**src/rtl/ram_config_agu_pkg.sv**
```systemverilog
`default_nettype none
// ============================================================================
// Module   : ram_config_agu_pkg
// Brief    : Shared types and field positions for the multi-dimensional RAM
//            config address generator.
// Revision : 1.0
// ============================================================================
package ram_config_agu_pkg;

    localparam int c_FTK_WIDTH_DATA = 32;

    typedef struct packed {
        logic                        v;
        logic [c_FTK_WIDTH_DATA-1:0] d;
    } FTk_t;

    // Header word fields
    localparam int c_HDR_SHARE     = 31;
    localparam int c_HDR_DECR      = 30;
    localparam int c_HDR_MODE_MSB  = 29;
    localparam int c_HDR_MODE_LSB  = 28;
    localparam int c_HDR_INDIRECT  = 27;
    localparam int c_HDR_NDIM_MSB  = 26;
    localparam int c_HDR_NDIM_LSB  = 24;
    localparam int c_HDR_BASE_LSB  = 0;

    // Dimension word: length at the bottom, stride directly above it
    localparam int c_DIM_LEN_LSB   = 0;

    typedef enum logic [1:0] {
        MODE_M8   = 2'b00,
        MODE_M16  = 2'b01,
        MODE_M32  = 2'b10,
        MODE_MRSV = 2'b11
    } mode_e;

    typedef enum logic [2:0] {
        ST_IDLE = 3'd0,
        ST_DIMS = 3'd1,
        ST_RUN  = 3'd2,
        ST_DONE = 3'd3,
        ST_ERR  = 3'd4
    } state_e;

endpackage
`default_nettype wire

```
**src/rtl/ram_agu_loop_ctr.sv**
```systemverilog
`default_nettype none
// ============================================================================
// Module   : ram_agu_loop_ctr
// Brief    : One loop dimension: index counter with carry into the next level.
// Revision : 1.0
// ============================================================================
module ram_agu_loop_ctr #(
    parameter int WIDTH_LENGTH = 8
) (
    input  logic                    clock,
    input  logic                    reset,
    input  logic                    i_clear,
    input  logic                    i_en,
    input  logic [WIDTH_LENGTH-1:0] i_len,
    output logic [WIDTH_LENGTH-1:0] o_idx,
    output logic                    o_carry
);

    logic [WIDTH_LENGTH-1:0] r_idx;
    logic [WIDTH_LENGTH-1:0] w_idx_last;

    // A zero length behaves as a single-element dimension
    assign w_idx_last = (i_len == '0) ? '0 : i_len - WIDTH_LENGTH'(1);
    assign o_carry    = i_en && (r_idx == w_idx_last);
    assign o_idx      = r_idx;

    always_ff @(posedge clock) begin
        if (reset || i_clear) begin
            r_idx <= '0;
        end else if (i_en) begin
            r_idx <= o_carry ? '0 : r_idx + WIDTH_LENGTH'(1);
        end
    end

endmodule
`default_nettype wire

```
**src/rtl/ram_config_agu.sv**
```systemverilog
`default_nettype none
// ============================================================================
// Module   : ram_config_agu
// Brief    : Latches a header plus dimension words from the config stream and
//            walks a nested loop, emitting one byte address per cycle.
// Revision : 1.0
// ============================================================================
module ram_config_agu
    import ram_config_agu_pkg::*;
#(
    parameter int WIDTH_DATA   = 32,
    parameter int WIDTH_LENGTH = 8,
    parameter int WIDTH_ADDR   = 12,
    parameter int MAX_DIM      = 4
) (
    input  logic                  clock,
    input  logic                  reset,
    input  FTk_t                  I_FTk,
    output logic                  O_Nack,
    input  logic                  I_Abort,
    input  logic                  I_Stall,
    output logic                  O_Valid,
    output logic [WIDTH_ADDR-1:0] O_Addr,
    output logic                  O_Last,
    output logic                  O_Done,
    output logic                  O_Err,
    output logic                  O_Busy,
    output logic                  O_Share,
    output logic                  O_Decrement,
    output logic                  O_Indirect,
    output logic [1:0]            O_Mode
);

    localparam int           c_W        = WIDTH_LENGTH;
    localparam logic [2:0]   c_NDIM_MAX = 3'(MAX_DIM - 1);

    state_e                r_state;
    state_e                w_state_nxt;

    logic                  r_share;
    logic                  r_decr;
    logic                  r_indirect;
    mode_e                 r_mode;
    logic [2:0]            r_ndim;
    logic [2:0]            r_dim_idx;
    logic [WIDTH_ADDR-1:0] r_base;
    logic [c_W-1:0]        r_len    [MAX_DIM];
    logic [c_W-1:0]        r_stride [MAX_DIM];
    logic [WIDTH_ADDR-1:0] r_acc    [MAX_DIM];

    logic [WIDTH_DATA-1:0] w_word;
    logic [2:0]            w_hdr_ndim;
    logic                  w_hdr_acc;
    logic                  w_dim_acc;
    logic                  w_nack;
    logic                  w_advance;
    logic                  w_last;
    logic [MAX_DIM-1:0]    w_en;
    logic [MAX_DIM-1:0]    w_carry;
    logic [MAX_DIM-1:0]    w_at_end;
    logic [c_W-1:0]        w_idx    [MAX_DIM];
    logic [WIDTH_ADDR-1:0] w_offset;
    logic [WIDTH_ADDR-1:0] w_scaled;

    assign w_word     = I_FTk.d[WIDTH_DATA-1:0];
    assign w_hdr_ndim = w_word[c_HDR_NDIM_MSB:c_HDR_NDIM_LSB];
    assign w_advance  = (r_state == ST_RUN) && !I_Stall && !I_Abort;

    always_ff @(posedge clock) begin
        if (reset) begin
            r_state <= ST_IDLE;
        end else begin
            r_state <= w_state_nxt;
        end
    end

    always_comb begin
        w_state_nxt = r_state;
        w_nack      = 1'b1;
        w_hdr_acc   = 1'b0;
        w_dim_acc   = 1'b0;
        case (r_state)
            ST_IDLE: begin
                w_nack = 1'b0;
                if (I_FTk.v) begin
                    w_hdr_acc   = 1'b1;
                    w_state_nxt = ST_DIMS;
                end
            end
            ST_DIMS: begin
                w_nack = 1'b0;
                if (I_Abort) begin
                    w_state_nxt = ST_IDLE;
                end else if (I_FTk.v) begin
                    w_dim_acc = 1'b1;
                    if (r_dim_idx == r_ndim) begin
                        w_state_nxt = (r_mode == MODE_MRSV) ? ST_ERR : ST_RUN;
                    end
                end
            end
            ST_RUN: begin
                if (I_Abort) begin
                    w_state_nxt = ST_IDLE;
                end else if (w_carry[MAX_DIM-1]) begin
                    // carry out of the outermost level means the final element was taken
                    w_state_nxt = ST_DONE;
                end
            end
            ST_DONE: w_state_nxt = ST_IDLE;
            ST_ERR:  w_state_nxt = ST_IDLE;
            default: w_state_nxt = ST_IDLE;
        endcase
    end

    always_ff @(posedge clock) begin
        if (reset) begin
            r_share    <= 1'b0;
            r_decr     <= 1'b0;
            r_indirect <= 1'b0;
            r_mode     <= MODE_M8;
            r_ndim     <= '0;
            r_dim_idx  <= '0;
            r_base     <= '0;
            for (int k = 0; k < MAX_DIM; k++) begin
                r_len[k]    <= '0;
                r_stride[k] <= '0;
            end
        end else begin
            if (w_hdr_acc) begin
                r_share    <= w_word[c_HDR_SHARE];
                r_decr     <= w_word[c_HDR_DECR];
                r_indirect <= w_word[c_HDR_INDIRECT];
                r_mode     <= mode_e'(w_word[c_HDR_MODE_MSB:c_HDR_MODE_LSB]);
                r_ndim     <= (w_hdr_ndim > c_NDIM_MAX) ? c_NDIM_MAX : w_hdr_ndim;
                r_dim_idx  <= '0;
                r_base     <= w_word[c_HDR_BASE_LSB +: WIDTH_ADDR];
                // unused outer levels must collapse to one iteration
                for (int k = 0; k < MAX_DIM; k++) begin
                    r_len[k]    <= '0;
                    r_stride[k] <= '0;
                end
            end
            if (w_dim_acc) begin
                r_dim_idx <= r_dim_idx + 3'd1;
                for (int k = 0; k < MAX_DIM; k++) begin
                    if (r_dim_idx == 3'(k)) begin
                        r_len[k]    <= w_word[c_DIM_LEN_LSB +: c_W];
                        r_stride[k] <= w_word[c_DIM_LEN_LSB + c_W +: c_W];
                    end
                end
            end
        end
    end

    for (genvar k = 0; k < MAX_DIM; k++) begin : g_dim
        if (k == 0) begin : g_en_first
            assign w_en[k] = w_advance;
        end else begin : g_en_chain
            assign w_en[k] = w_carry[k-1];
        end

        ram_agu_loop_ctr #(
            .WIDTH_LENGTH (c_W)
        ) u_ctr (
            .clock   (clock),
            .reset   (reset),
            .i_clear (w_hdr_acc),
            .i_en    (w_en[k]),
            .i_len   (r_len[k]),
            .o_idx   (w_idx[k]),
            .o_carry (w_carry[k])
        );

        assign w_at_end[k] = (w_idx[k] == ((r_len[k] == '0) ? '0 : r_len[k] - c_W'(1)));

        // running idx*stride for this level, so no multipliers are needed
        always_ff @(posedge clock) begin
            if (reset || w_hdr_acc) begin
                r_acc[k] <= '0;
            end else if (w_en[k]) begin
                r_acc[k] <= w_carry[k] ? '0 : r_acc[k] + WIDTH_ADDR'(r_stride[k]);
            end
        end
    end

    always_comb begin
        w_offset = '0;
        for (int k = 0; k < MAX_DIM; k++) begin
            w_offset = w_offset + r_acc[k];
        end
    end

    assign w_scaled    = w_offset << r_mode;
    assign w_last      = &w_at_end;

    assign O_Nack      = w_nack;
    assign O_Valid     = (r_state == ST_RUN);
    assign O_Addr      = r_decr ? (r_base - w_scaled) : (r_base + w_scaled);
    assign O_Last      = O_Valid && w_last;
    assign O_Done      = (r_state == ST_DONE);
    assign O_Err       = (r_state == ST_ERR);
    assign O_Busy      = (r_state != ST_IDLE);
    assign O_Share     = r_share;
    assign O_Decrement = r_decr;
    assign O_Indirect  = r_indirect;
    assign O_Mode      = r_mode;

endmodule
`default_nettype wire
```
**config.mk**
```make
export PLATFORM = sky130hd
export DESIGN_NAME = ram_config_agu
export DESIGN_NICKNAME = d
export VERILOG_FILES = /design/src/rtl/ram_config_agu_pkg.sv /design/src/rtl/ram_agu_loop_ctr.sv /design/src/rtl/ram_config_agu.sv
export SDC_FILE = /design/constraint.sdc
export NUM_CORES = 1
export LEC_CHECK = 0
export ABC_CLOCK_PERIOD_IN_PS = 16840
export BUFFER_PORTS_ARGS = -buffer_cell sky130_fd_sc_hd__buf_4
export CAP_MARGIN = 30
export CORE_ASPECT_RATIO = 1.4
export CORE_UTILIZATION = 50
export CTS_BUF_LIST = sky130_fd_sc_hd__clkbuf_16
export DETAILED_ROUTE_END_ITERATION = 10
export PLACE_DENSITY = 0.68
export SYNTH_ARGS = -nofsm -noshare
export SYNTH_HDL_FRONTEND = slang
export SYNTH_SLANG_ARGS = --single-unit
export TNS_END_PERCENT = 5
```
**constraint.sdc**
```tcl
create_clock -name clock -period 16.84 [get_ports clock]
set_input_delay 4.21 -clock clock [delete_from_list [all_inputs] [get_ports clock]]
set_output_delay 4.21 -clock clock [all_outputs]
set_load 0.02 [all_outputs]
```
# Word-level counts from Yosys, hierarchy flattened
# Memory sizes are Yosys's and may differ from the RTL's.
# Index checks and enable logic that the tools add are counted.
[op_classes] n_reduce_logical=21 eq_ne=17 order_cmp=1 bitwise=20 n_addsub=18 shifts=1 muxes=84
[op_table] operator="$mux 8" count=24
[op_table] operator="$mux 12" count=9
[op_table] operator="$add 12x12->12" count=4
[op_table] operator="$add 12x8->12" count=4
[op_table] operator="$mux 1" count=40
[op_table] operator="$add 8x1->8 const B" count=4
[op_table] operator="$eq 8x8->1" count=4
[op_table] operator="$logic_not 8->1" count=4
[op_table] operator="$sub 8x1->8 const B" count=4
[op_table] operator="$mux 3" count=10
[op_table] operator="$or 1x1->1" count=20
[op_table] operator="$eq 3x2->1 const B" count=4
[op_table] operator="$shl 12x2->12" count=1
[op_table] operator="$sub 12x12->12" count=1
[op_table] operator="$pmux 3 s3" count=1
[op_table] operator="$reduce_and 4->1" count=2
[op_table] operator="$logic_and 1x1->1" count=7
[op_table] operator="$eq 3x1->1 const B" count=2
[op_table] operator="$logic_not 3->1" count=2
[op_table] operator="$ne 3x3->1 const B" count=2
[op_table] operator="$add 3x1->3 const B" count=1
[op_table] operator="$eq 3x3->1" count=1
[op_table] operator="$eq 3x3->1 const B" count=1
[op_table] operator="$gt 3x2->1 const B" count=1
[op_table] operator="other kinds (8)" count=9
[totals] reg_bits=58 elab_cells=177 n_memories=3 mem_bits_rw=112 inputBits=37 output_inout_bits=23
[mem_list] memory="r_acc" depth=4 width=12 rd=4 rd_ports_with_merged_regs=0 write_ports=4 line_no="ram_config_agu.sv:49" source="logic [WIDTH_ADDR-1:0] r_acc [MAX_DIM];"
[mem_list] memory="r_len" depth=4 width=8 rd=4 rd_ports_with_merged_regs=0 write_ports=4 line_no="ram_config_agu.sv:47" source="logic [c_W-1:0] r_len [MAX_DIM];"
[mem_list] memory="r_stride" depth=4 width=8 rd=4 rd_ports_with_merged_regs=0 write_ports=4 line_no="ram_config_agu.sv:48" source="logic [c_W-1:0] r_stride [MAX_DIM];"

# Logic depth before layout (Yosys ltp)
# Gate-level depths: netlist (run 1).
[logic_depth] word_depth=10 mapped_depth=22

# By module
# From an unflattened synthesis (run 1), not the netlist that was laid out.
[hier_totals] hier_cells=1394 hier_area_um2=12585.8
[modules_own_cells] module="ram_config_agu" area_each_um2=9693.0 n_inst=1 cells_each=1046
[modules_own_cells] module="ram_agu_loop_ctr" area_each_um2=723.2 n_inst=4 cells_each=87

# Least setup slack after synthesis (run 1)
# Ideal clock, no wire load.
[synth_timing] path_kind="register -> output" startpoint="memory r_acc[3][1]" endpoint="output O_Addr[11]" stages_incl_launch_ff=21 arrival_ns=5.080 required_ns=12.630 path_slack_ns=7.550 path_cell_list="edfxtp_1 -> fa_1 -> fa_1 -> ha_1 -> fa_1 -> a211oi_1 -> o21ai_0 -> a31oi_1 -> mux2i_1 -> nor4_1 -> nand2_1 -> nor2_1 -> nor2_1 -> xor2_1 -> ha_1 -> or2_2 -> a21oi_1 -> a31oi_1 -> xnor2_1 -> xnor2_1 -> xnor2_1"
[synth_lines] item="start, declared" line_no="ram_config_agu.sv:49"
[synth_lines] item="end, declared" line_no="ram_config_agu.sv:23" source="output logic [WIDTH_ADDR-1:0] O_Addr,"

==> impl_metrics.json, run 1 <==
{
  "cts_sinks": 170,
  "core_um2": 22530,
  "drv_slew": 0,
  "numPortBuffers": 51,
  "dp_hpwl_um": 20190,
  "crit_path_end_kind": "primary output",
  "setup_tns_ns": 0,
  "via_per_inst": 5.685,
  "setup_viol": 0,
  "cts_root_buf": "clkbuf_16",
  "syn-cell-area_um2": 11440,
  "post_cts_buffers": 0,
  "ys.flop_type": "edfxtp_1",
  "cts_buffers": 17,
  "cts_resized": 0,
  "powerDensity_nw_per_um2": 108.8,
  "multi_input_area_um2": 6496,
  "path_clk_slew_ns": 0.07,
  "cts_buffer_depth": 2,
  "area_growth_pct": 10.99,
  "yosys.area.top_type": "edfxtp_1",
  "drc": 0,
  "rsz0062_at_grt": "no",
  "drive_gt1_share_pct": 9.015,
  "yosys_register_bits": 170,
  "ios": 60,
  "hold_violations": 0,
  "die_w_um": 129.9,
  "grt_use_met2_pct": 43.81,
  "drv_cap": 0,
  "holdWs_ns": 0.4596,
  "syn_inst": 1263,
  "grtUsageMet1_pct": 27.60,
  "mostFrequentLayoutCell": "nor2_1",
  "wl_per_cell_um": 16.56,
  "min-delay-start": "O_Indirect",
  "yosys_warnings": 0,
  "clkLatencyLatePin_ns": 0.43,
  "cts_tree": "yes",
  "grt_pass1_wl_um": 43550,
  "ys_seq_area_share_pct": 38.13,
  "finalClockSkew_ns": 0.008294,
  "n_antenna_cell": 0,
  "first_global_vias": 8899,
  "arrival_ns": 6.04,
  "slew_headroom_pct": 32.76,
  "rr_worst_depth": 10,
  "synth.top_cells.by_area": "edfxtp_1 (25%), dfxtp_1 (13%), ha_1 (7.4%)",
  "die-area_um2": 23510,
  "post-route-min-period_ns": 10.25,
  "hold_class": "reg -> reg",
  "tightest_slew_ns": 0.9995,
  "drtAntennaViolNets": 0,
  "drt-total-wl_um": 26660,
  "r2r_setup_slack_ns": 12.65,
  "irDropWorstVdd_uv": 83.29,
  "fp.dieH_um": 181.0,
  "hold_depth": 2,
  "cts_hold_buf": 0,
  "crit_path_start_kind": "flop",
  "rr_startpoint": "r_len[0][0]",
  "syn_nets": 1395,
  "antenna_found_initial": 0,
  "mostFrequentLayoutCells": "nor2_1 (136), inv_1 (108), edfxtp_1 (96)",
  "initial_core_util_pct": 50.80,
  "cp_max_fo": 4,
  "p_leak_uw": 0.005178,
  "synth_top_cell_area_share_pct": 25.19,
  "synthArstFlopShare_pct": 0,
  "gp_congestion": 0.8333,
  "min_to": "O_Indirect",
  "regToRegEndpoint": "r_acc[2][8]",
  "fmax_mhz": 97.53,
  "fin_ws_ns": 6.587,
  "busiest_layer": "met2",
  "finalNetCount": 1428,
  "synth_edf_count": 96,
  "place_ws_ns": 7.046,
  "overflow": 0,
  "h-tree-depth": 4,
  "regArea_um2": 4364,
  "critical_path_class": "reg -> out",
  "met3_usage_pct": 3.228,
  "rows": 65,
  "vias": 9153,
  "netlist-cell-type-count": 77,
  "status": "finished, final reports clean",
  "critPathRequiredTime_ns": 12.63,
  "finalCritPeriodShare_pct": 60.89,
  "track_usage_pct": 24.02,
  "grt_start_max_net_pins": 32,
  "drtIter0Drc": 486,
  "fillers": 2065,
  "syn_area_per_cell_um2": 9.062,
  "drt_pass1_iterations": 5
}
-- worst max-delay path by stage --
stage,cells past startpoint,slack (ns),startpoint,endpoint
after floorplan,20,7.55,r_acc[3][1],O_Addr[11]
after global placement,21,7.03,r_acc[3][1],O_Addr[11]
after detailed placement,21,7.05,r_acc[2][1],O_Addr[11]
after CTS,21,6.53,r_acc[2][1],O_Addr[11]
after global routing,21,6.17,r_acc[2][1],O_Addr[11]
final,21,6.59,r_acc[3][1],O_Addr[11]
-- logic make-up (layout without fill, tap and decap cells) --
family                   count (synthesis)  count (layout)  synth area share [%]
XOR/XNOR                               101             101                 7.850
AND/OR/NAND/NOR                        477             477                 21.59
multiplexers                            11              11                0.9949
AO/OA/AOI/OAI                          255             255                 14.07
flip-flops                             170             170                 38.13
adder cells (fa/ha/maj)                 95              95                 12.16
buffers and inverters                  154             200                 5.204
-- flip-flops by register name, summed over array words and instances (netlist names) --
| register | flops |
|---|---|
| O_Decrement | 1 |
| O_Indirect | 1 |
| O_Mode | 2 |
| O_Share | 1 |
| g_dim.u_ctr.o_idx | 32 |
| r_acc | 48 |
| r_base | 12 |
| r_dim_idx | 3 |
| r_len | 32 |
| r_ndim | 3 |
| r_state | 3 |
| r_stride | 32 |
-- cell usage after synthesis, types with 4 or more instances --
cell and count:
or3_1 11, fa_1 27, nor4_1 10, nor2_1 136, nand2_1 84, o21ai_0 56
a21oi_1 86, o2111ai_1 4, xnor2_1 61, a22oi_1 19, nand4_1 14, xor2_1 39
a31oi_1 9, or2_2 6, ha_1 68, mux2i_1 8, and3_1 49, a211oi_1 7
o21a_1 8, dfxtp_1 74, nor2b_1 23, o31a_1 4, nor4b_1 5, edfxtp_1 96
o21bai_1 6, nor3_1 47, and2_1 23, a21boi_0 8, nand2b_1 8, nor3b_1 7
nand3_1 25, clkbuf_1 38, nand3b_1 7, o22ai_1 6, inv_1 108, a21o_1 8
-- through the flow --
step                      total power [µW]  std cells  cell area [µm²]  util (%)
final                                 1382       1610            12700     56.38
after global routing                  1459       1610            12700     56.38
after CTS                             1393       1610            12700     56.38
after detailed placement             977.9       1578            12090     53.65
after global placement               972.2       1578            12090     53.65
after floorplan                      833.9       1263            11440         -
-- worst max-delay path, stage by stage, from the launching register on --
cell and delay (ns):
edfxtp_1 0.47, fa_1 0.61, fa_1 0.43, ha_1 0.25, fa_1 0.41, a211oi_1 0.46
o21ai_0 0.24, a31oi_1 0.25, mux2i_1 0.17, nor4_1 0.40, nand2_1 0.10, nor2_1 0.13
nor2_1 0.07, xor2_1 0.16, ha_1 0.31, or2_2 0.30, a21oi_1 0.14, a31oi_1 0.06
xnor2_1 0.19, xnor2_1 0.15, xnor2_1 0.15, buf_4 0.17
-- cell type report --
type | instances | share of cell area (%)
Clock buffer | 17 | 3.349
Clock inverter | 15 | 1.507
Inverter | 110 | 3.251
Multi-Input combinational cell | 939 | 51.14
Sequential cell | 170 | 34.36
Tap cell | 301 | 2.965
Timing Repair Buffer | 58 | 3.428
-- power by group --
group          switching (µW)  internal [µW]  leakage [µW]  total (µW)
Combinational             282            211       0.00325         493
Clock                     176            237      0.000292         413
Sequential               18.7            458       0.00164         476
-- per-layer routing --
layer	up-vias	wire, µm
met1	4412	11100
li1	4534	-
met3	45	793
met4	0	827
met5	-	0
met2	162	13940
Power figures use the tool's default switching activity.
==> run 2: changes to the inputs <==
- ABC_AREA: unset -> 1
- ABC_CLOCK_PERIOD_IN_PS: 16840 -> 10700
- clock period: 16.84 -> 10.7 ns (I/O delays scaled with it)
==> impl_metrics.json, run 2 <==
{
  "critPathRequiredTime_ns": 8.03,
  "fmax_mhz": 121.8,
  "drc": 0,
  "slew_headroom_pct": 37.39,
  "grt_pass1_wl_um": 44780,
  "status": "finished, final reports clean",
  "post-route-min-period_ns": 8.210,
  "n_antenna_cell": 0,
  "mostFrequentLayoutCells": "nand2_1 (352), inv_1 (216), nor2_1 (189)",
  "cts_tree": "yes",
  "area_growth_pct": 10.87,
  "fin_cells": 1881,
  "pwr-share-clk_pct": 16.7,
  "numPortBuffers": 51,
  "die_w_um": 130.6,
  "hold_violations": 0,
  "cts_buffers": 17,
  "utilization_pct": 56.78,
  "mostFrequentLayoutCell": "nand2_1",
  "track_usage_pct": 24.24,
  "synth_top_cell_area_share_pct": 24.89,
  "drt-total-wl_um": 27030,
  "swShare_pct": 45.75,
  "cts_hold_buf": 0,
  "synth_edf_count": 96,
  "syn_area_per_cell_um2": 7.623,
  "overflow": 0,
  "r2r_setup_slack_ns": 7.12,
  "drv_slew": 0,
  "clkLatencyLatePin_ns": 0.44,
  "syn_inst": 1519,
  "place_area_um2": 12270,
  "powerDensity_nw_per_um2": 277.4,
  "yosys_register_bits": 170,
  "ios": 60,
  "yosys_warnings": 0,
  "synthArstFlopShare_pct": 0,
  "post_cts_buffers": 0,
  "antenna_found_initial": 0,
  "synth.top_cells.by_area": "edfxtp_1 (25%), dfxtp_1 (13%), nand2_1 (11%)",
  "via_per_inst": 5.242,
  "die-area_um2": 23780,
  "setup_tns_ns": 0,
  "p_leak_uw": 0.005921,
  "netlist-cell-type-count": 45,
  "finalNetCount": 1699,
  "arrival_ns": 5.53,
  "yosys.area.top_type": "edfxtp_1",
  "ys_seq_area_share_pct": 37.69,
  "irDropWorstVdd_uv": 412.8,
  "rsz0062_at_grt": "no",
  "p_int_uw": 1932,
  "core_um2": 22610,
  "grt_start_max_net_pins": 33,
  "rows": 65,
  "crit_path_end_kind": "primary output",
  "wl_per_cell_um": 14.37,
  "p_switching_uw": 1629,
  "drv_cap": 0,
  "drt_pass1_iterations": 6,
  "h-tree-depth": 4,
  "largest_reg_flops": 48,
  "ys.flop_type": "edfxtp_1",
  "finalClockSkew_ns": 0.007449,
  "combPwrFrac_pct": 58.5,
  "syn_nets": 1651,
  "setup_viol": 0,
  "vias": 9861,
  "cts_sinks": 170,
  "regMostFlops": "r_acc",
  "syn-cell-area_um2": 11580,
  "dp_hpwl_um": 21360,
  "finalCritPeriodShare_pct": 76.73,
  "cts_root_buf": "clkbuf_16",
  "cts_buffer_depth": 2,
  "seqPwrFrac_pct": 24.8,
  "drtAntennaViolNets": 0,
  "ys_top_cells_by_count": "nand2_1 (352), inv_1 (213), nor2_1 (189)",
  "gp_congestion": 0.8810,
  "cts_resized": 0,
  "cp_max_fo": 5,
  "drtIter0Drc": 643,
  "dp.cells": 1849,
  "critical_path_class": "reg -> out",
  "fp.dieH_um": 182.1,
  "drive_gt1_share_pct": 7.468,
  "yosysMostFrequentCell": "nand2_1",
  "tightest_slew_ns": 0.9369,
  "final_cell_area_um2": 12840,
  "hold_class": "reg -> reg",
  "path_clk_slew_ns": 0.07,
  "crit_path_start_kind": "flop",
  "initial_core_util_pct": 51.22,
  "first_global_vias": 9675
}
[run 2: cell types whose count changed after synthesis, sizes merged, moves of 20 or more]
cell	previous run	this run
nand3	25	133
clkbuf	38	18
nand2	85	356
and2	23	1
nor2b	23	0
inv	108	218
nor3	50	17
xnor2	61	19
and3	49	0
nor2	137	202
[run 2: cell type report]
cell class,count,area (µm²)
Clock buffer,20,500.5
Clock inverter,12,70.07
Fill cell,2179,9771
Inverter,221,829.5
Multi-Input combinational cell,1102,6265
Sequential cell,170,4364
Tap cell,301,376.6
Timing Repair Buffer,55,432.9
[run 2: logic make-up (layout without fill, tap and decap cells)]
group	Yosys count	in the layout	synth area share, %
xor gates and xnor gates	71	71	5.370
and+or+nand+nor	758	758	28.61
AOI/OAI and AO/OA	178	178	8.104
adders and majority gates	95	95	12.02
DFF	170	170	37.69
buffers and inverters	247	308	8.212
[run 2: path summary, 6_finish.rpt]
check / start / endpoint / cells after the start
setup reg to reg: r_len[0][0] / r_acc[3][3] / 16
hold reg to reg: r_ndim[2] / r_ndim[2] / 2
setup / recovery: r_acc[2][1] / O_Addr[11] / 27
hold / removal: r_ndim[2] / r_ndim[2] / 2
[run 2: power by group through the flow]
stage | sequential, µW | combinational, µW | clock [µW]
floorplan | 872 | 1520 | 0
global placement | 891 | 2050 | 0
detailed placement | 895 | 2080 | 0
CTS | 882 | 2100 | 609
global route | 896 | 2370 | 631
finish | 883 | 2080 | 596
[run 2: per-layer routing]
layer / track usage (%) / vias to the layer above / wire length, µm
li1: - / 5026 / -
met1: 29.87 / 4611 / 11680
met2: 42.67 / 186 / 13750
met3: 3.166 / 38 / 1033
met4: 8.736 / 0 / 565
met5: 0 / - / 0
[run 2: worst max-delay path, cell delays in order (launching register included)]
cell and delay, ns:
edfxtp_1 0.49, fa_1 0.59, fa_1 0.43, ha_1 0.26, fa_1 0.48, inv_1 0.09, nand2_1 0.06, nand2_1 0.06
nand2_1 0.04, o21ai_0 0.12, o21ai_0 0.21, nor3_1 0.25, nand2_1 0.09, nor2_1 0.15, nor2_1 0.07, xor2_1 0.16
ha_1 0.34, a21oi_1 0.15, o21ai_0 0.08, a21oi_1 0.21, o21ai_0 0.18, nand2_1 0.10, nand2_1 0.05, a21oi_1 0.16
inv_1 0.05, nand2_1 0.06, nand2_1 0.04, buf_4 0.15
[run 2: metrics by stage]
stage          hold WS (ns)  setup slack (ns)  total power (µW)
6_report             0.4452             2.490              3562
5_1_grt              0.4611             2.077              3900
4_1_cts              0.4507             2.464              3588
3_5_place_dp         0.4386             2.940              2979
3_3_place_gp         0.4321             2.957              2939
2_1_floorplan        0.4218             3.583              2392
==> run 3: changes to the inputs <==
- ABC_CLOCK_PERIOD_IN_PS: 10700 -> 7900
- clock period: 10.7 -> 7.9 ns (I/O delays scaled with it)
==> impl_metrics.json, run 3 (synthesized netlist as in run 2, its figures left out) <==
{
  "status": "finished, final reports clean",
  "max_stage_delay_ns": 0.60,
  "utilization_pct": 56.96,
  "setup_tns_ns": 0,
  "arrival_ns": 5.38,
  "drv_slew": 0,
  "fp.dieH_um": 182.1,
  "drc": 0,
  "ios": 60,
  "via_per_inst": 5.222,
  "finalCritPeriodShare_pct": 93.14,
  "p_leak_uw": 0.005928,
  "finalNetCount": 1698,
  "drtAntennaViolNets": 0,
  "n_antenna_cell": 0,
  "crit_path_top_delay_cell": "fa_1",
  "multi_input_area_um2": 6272,
  "grt_use_met2_pct": 41.50,
  "numPortBuffers": 51,
  "cp.buffers_inverters": 3,
  "wl_per_cell_um": 14.12,
  "holdWs_ns": 0.4498,
  "critical_path_class": "reg -> out",
  "grt_start_max_net_pins": 33,
  "die-area_um2": 23780,
  "initial_core_util_pct": 51.22,
  "powerDensity_nw_per_um2": 378.0,
  "drive_gt1_share_pct": 7.600,
  "regArea_um2": 4364,
  "crit_top_cell": "nand2_1",
  "fillers": 2183,
  "largest_reg_flops": 48,
  "hold_violations": 0,
  "finalClockSkew_ns": 0.01118,
  "track_usage_pct": 23.96,
  "cts_buffers": 17,
  "grt_pass1_wl_um": 44150,
  "dp_hpwl_um": 20910,
  "core_um2": 22610,
  "hold_class": "reg -> reg",
  "slew_headroom_pct": 35.78,
  "regMostFlops": "r_acc",
  "drtIter0Drc": 548,
  "critPathRequiredTime_ns": 5.93,
  "irDropWorstVdd_uv": 635.5,
  "mostFrequentLayoutCell": "nand2_1",
  "path_clk_slew_ns": 0.07,
  "critPathTopFamily": "adder cells",
  "tightest_slew_ns": 0.9610,
  "vias": 9817,
  "cts_root_buf": "clkbuf_16",
  "drt_pass1_iterations": 5,
  "first_global_vias": 9560,
  "die_w_um": 130.6,
  "cp_max_fo": 5,
  "area_growth_pct": 11.21,
  "overflow": 0,
  "cts_tree": "yes",
  "drt-total-wl_um": 26550,
  "setup_viol": 0,
  "clkLatencyLatePin_ns": 0.44,
  "cts_buffer_depth": 2,
  "antenna_found_initial": 0,
  "grtUsageMet1_pct": 29.87,
  "post-route-min-period_ns": 7.358,
  "busiest_layer": "met2",
  "gp_congestion": 0.9109,
  "crit_path_start_kind": "flop",
  "fmax_mhz": 135.9,
  "mostFrequentLayoutCells": "nand2_1 (352), inv_1 (215), nor2_1 (189)",
  "post_cts_buffers": 0,
  "crit_path_end_kind": "primary output",
  "drv_cap": 0,
  "rows": 65,
  "h-tree-depth": 4,
  "rsz0062_at_grt": "no",
  "met3_usage_pct": 3.489,
  "cts_sinks": 170
}
## run 3: changes by cell type in the layout (fill, tap and decap cells not counted), sizes merged
cell,before,now
clkinv,9,8
bufinv,0,1
buf,55,54
## run 3: path summary, 6_finish.rpt
check              start          end  slack [ns]  cells after the start
max          r_acc[3][1]   O_Addr[11]        0.54                     27
min            r_ndim[2]    r_ndim[2]        0.45                      2
max reg2reg  r_len[0][0]  r_acc[3][5]        4.29                     16
min reg2reg    r_ndim[2]    r_ndim[2]        0.45                      2
## run 3: power breakdown
part | leakage, µW | switching (µW) | internal, µW | total, µW
Combinational | 0.00398 | 1730 | 1080 | 2810
Clock | 0.000304 | 370 | 492 | 863
Sequential | 0.00164 | 109 | 1090 | 1200
Total | 0.00593 | 2210 | 2660 | 4870
## run 3: per-layer routing
layer / vias to the layer above / share of wire (%)
li1: 5028 / -
met1: 4538 / 44
met2: 211 / 50
met3: 40 / 4.5
met4: 0 / 2.3
met5: - / 0
## run 3: area by class of cell
cell class                      count  area share [%]
Clock buffer                       20           3.886
Inverter                          221           6.442
Tap cell                          301           2.925
Timing Repair Buffer               54           3.304
Multi-Input combinational cell   1102           48.71
Sequential cell                   170           33.89
Clock inverter                     12          0.8453
## run 3: worst register-to-register path, stage by stage (launching register included)
cell	delay, ns
edfxtp_1	0.36
inv_1	0.16
ha_1	0.28
nand2_2	0.10
inv_2	0.06
nand2_2	0.13
nand2_1	0.10
nand2_1	0.05
nand2_1	0.05
nand2_1	0.05
nor2_2	0.13
nand3_2	0.18
nor2_4	0.42
nand2_4	0.19
nor2_8	0.21
inv_1	0.17
nand2_1	0.58
## run 3: per-stage QoR
step | total power (µW) | cell area [µm²] | setup slack (ns) | instances
after floorplan | 3240 | 11580 | 1.483 | 1519
after global placement | 3981 | 12230 | 0.8764 | 1847
after detailed placement | 4028 | 12260 | 0.8427 | 1848
after CTS | 4904 | 12870 | 0.3739 | 1880
after global routing | 5351 | 12880 | 0.08929 | 1880
final | 4867 | 12880 | 0.5422 | 1880
## run 3: timing repair
action | in CTS | in global routing
hold buffers | 0 | 0
hold endpoints to repair | 0 | 0
resized for setup | 0 | 3
setup endpoints to repair | 0 | 1
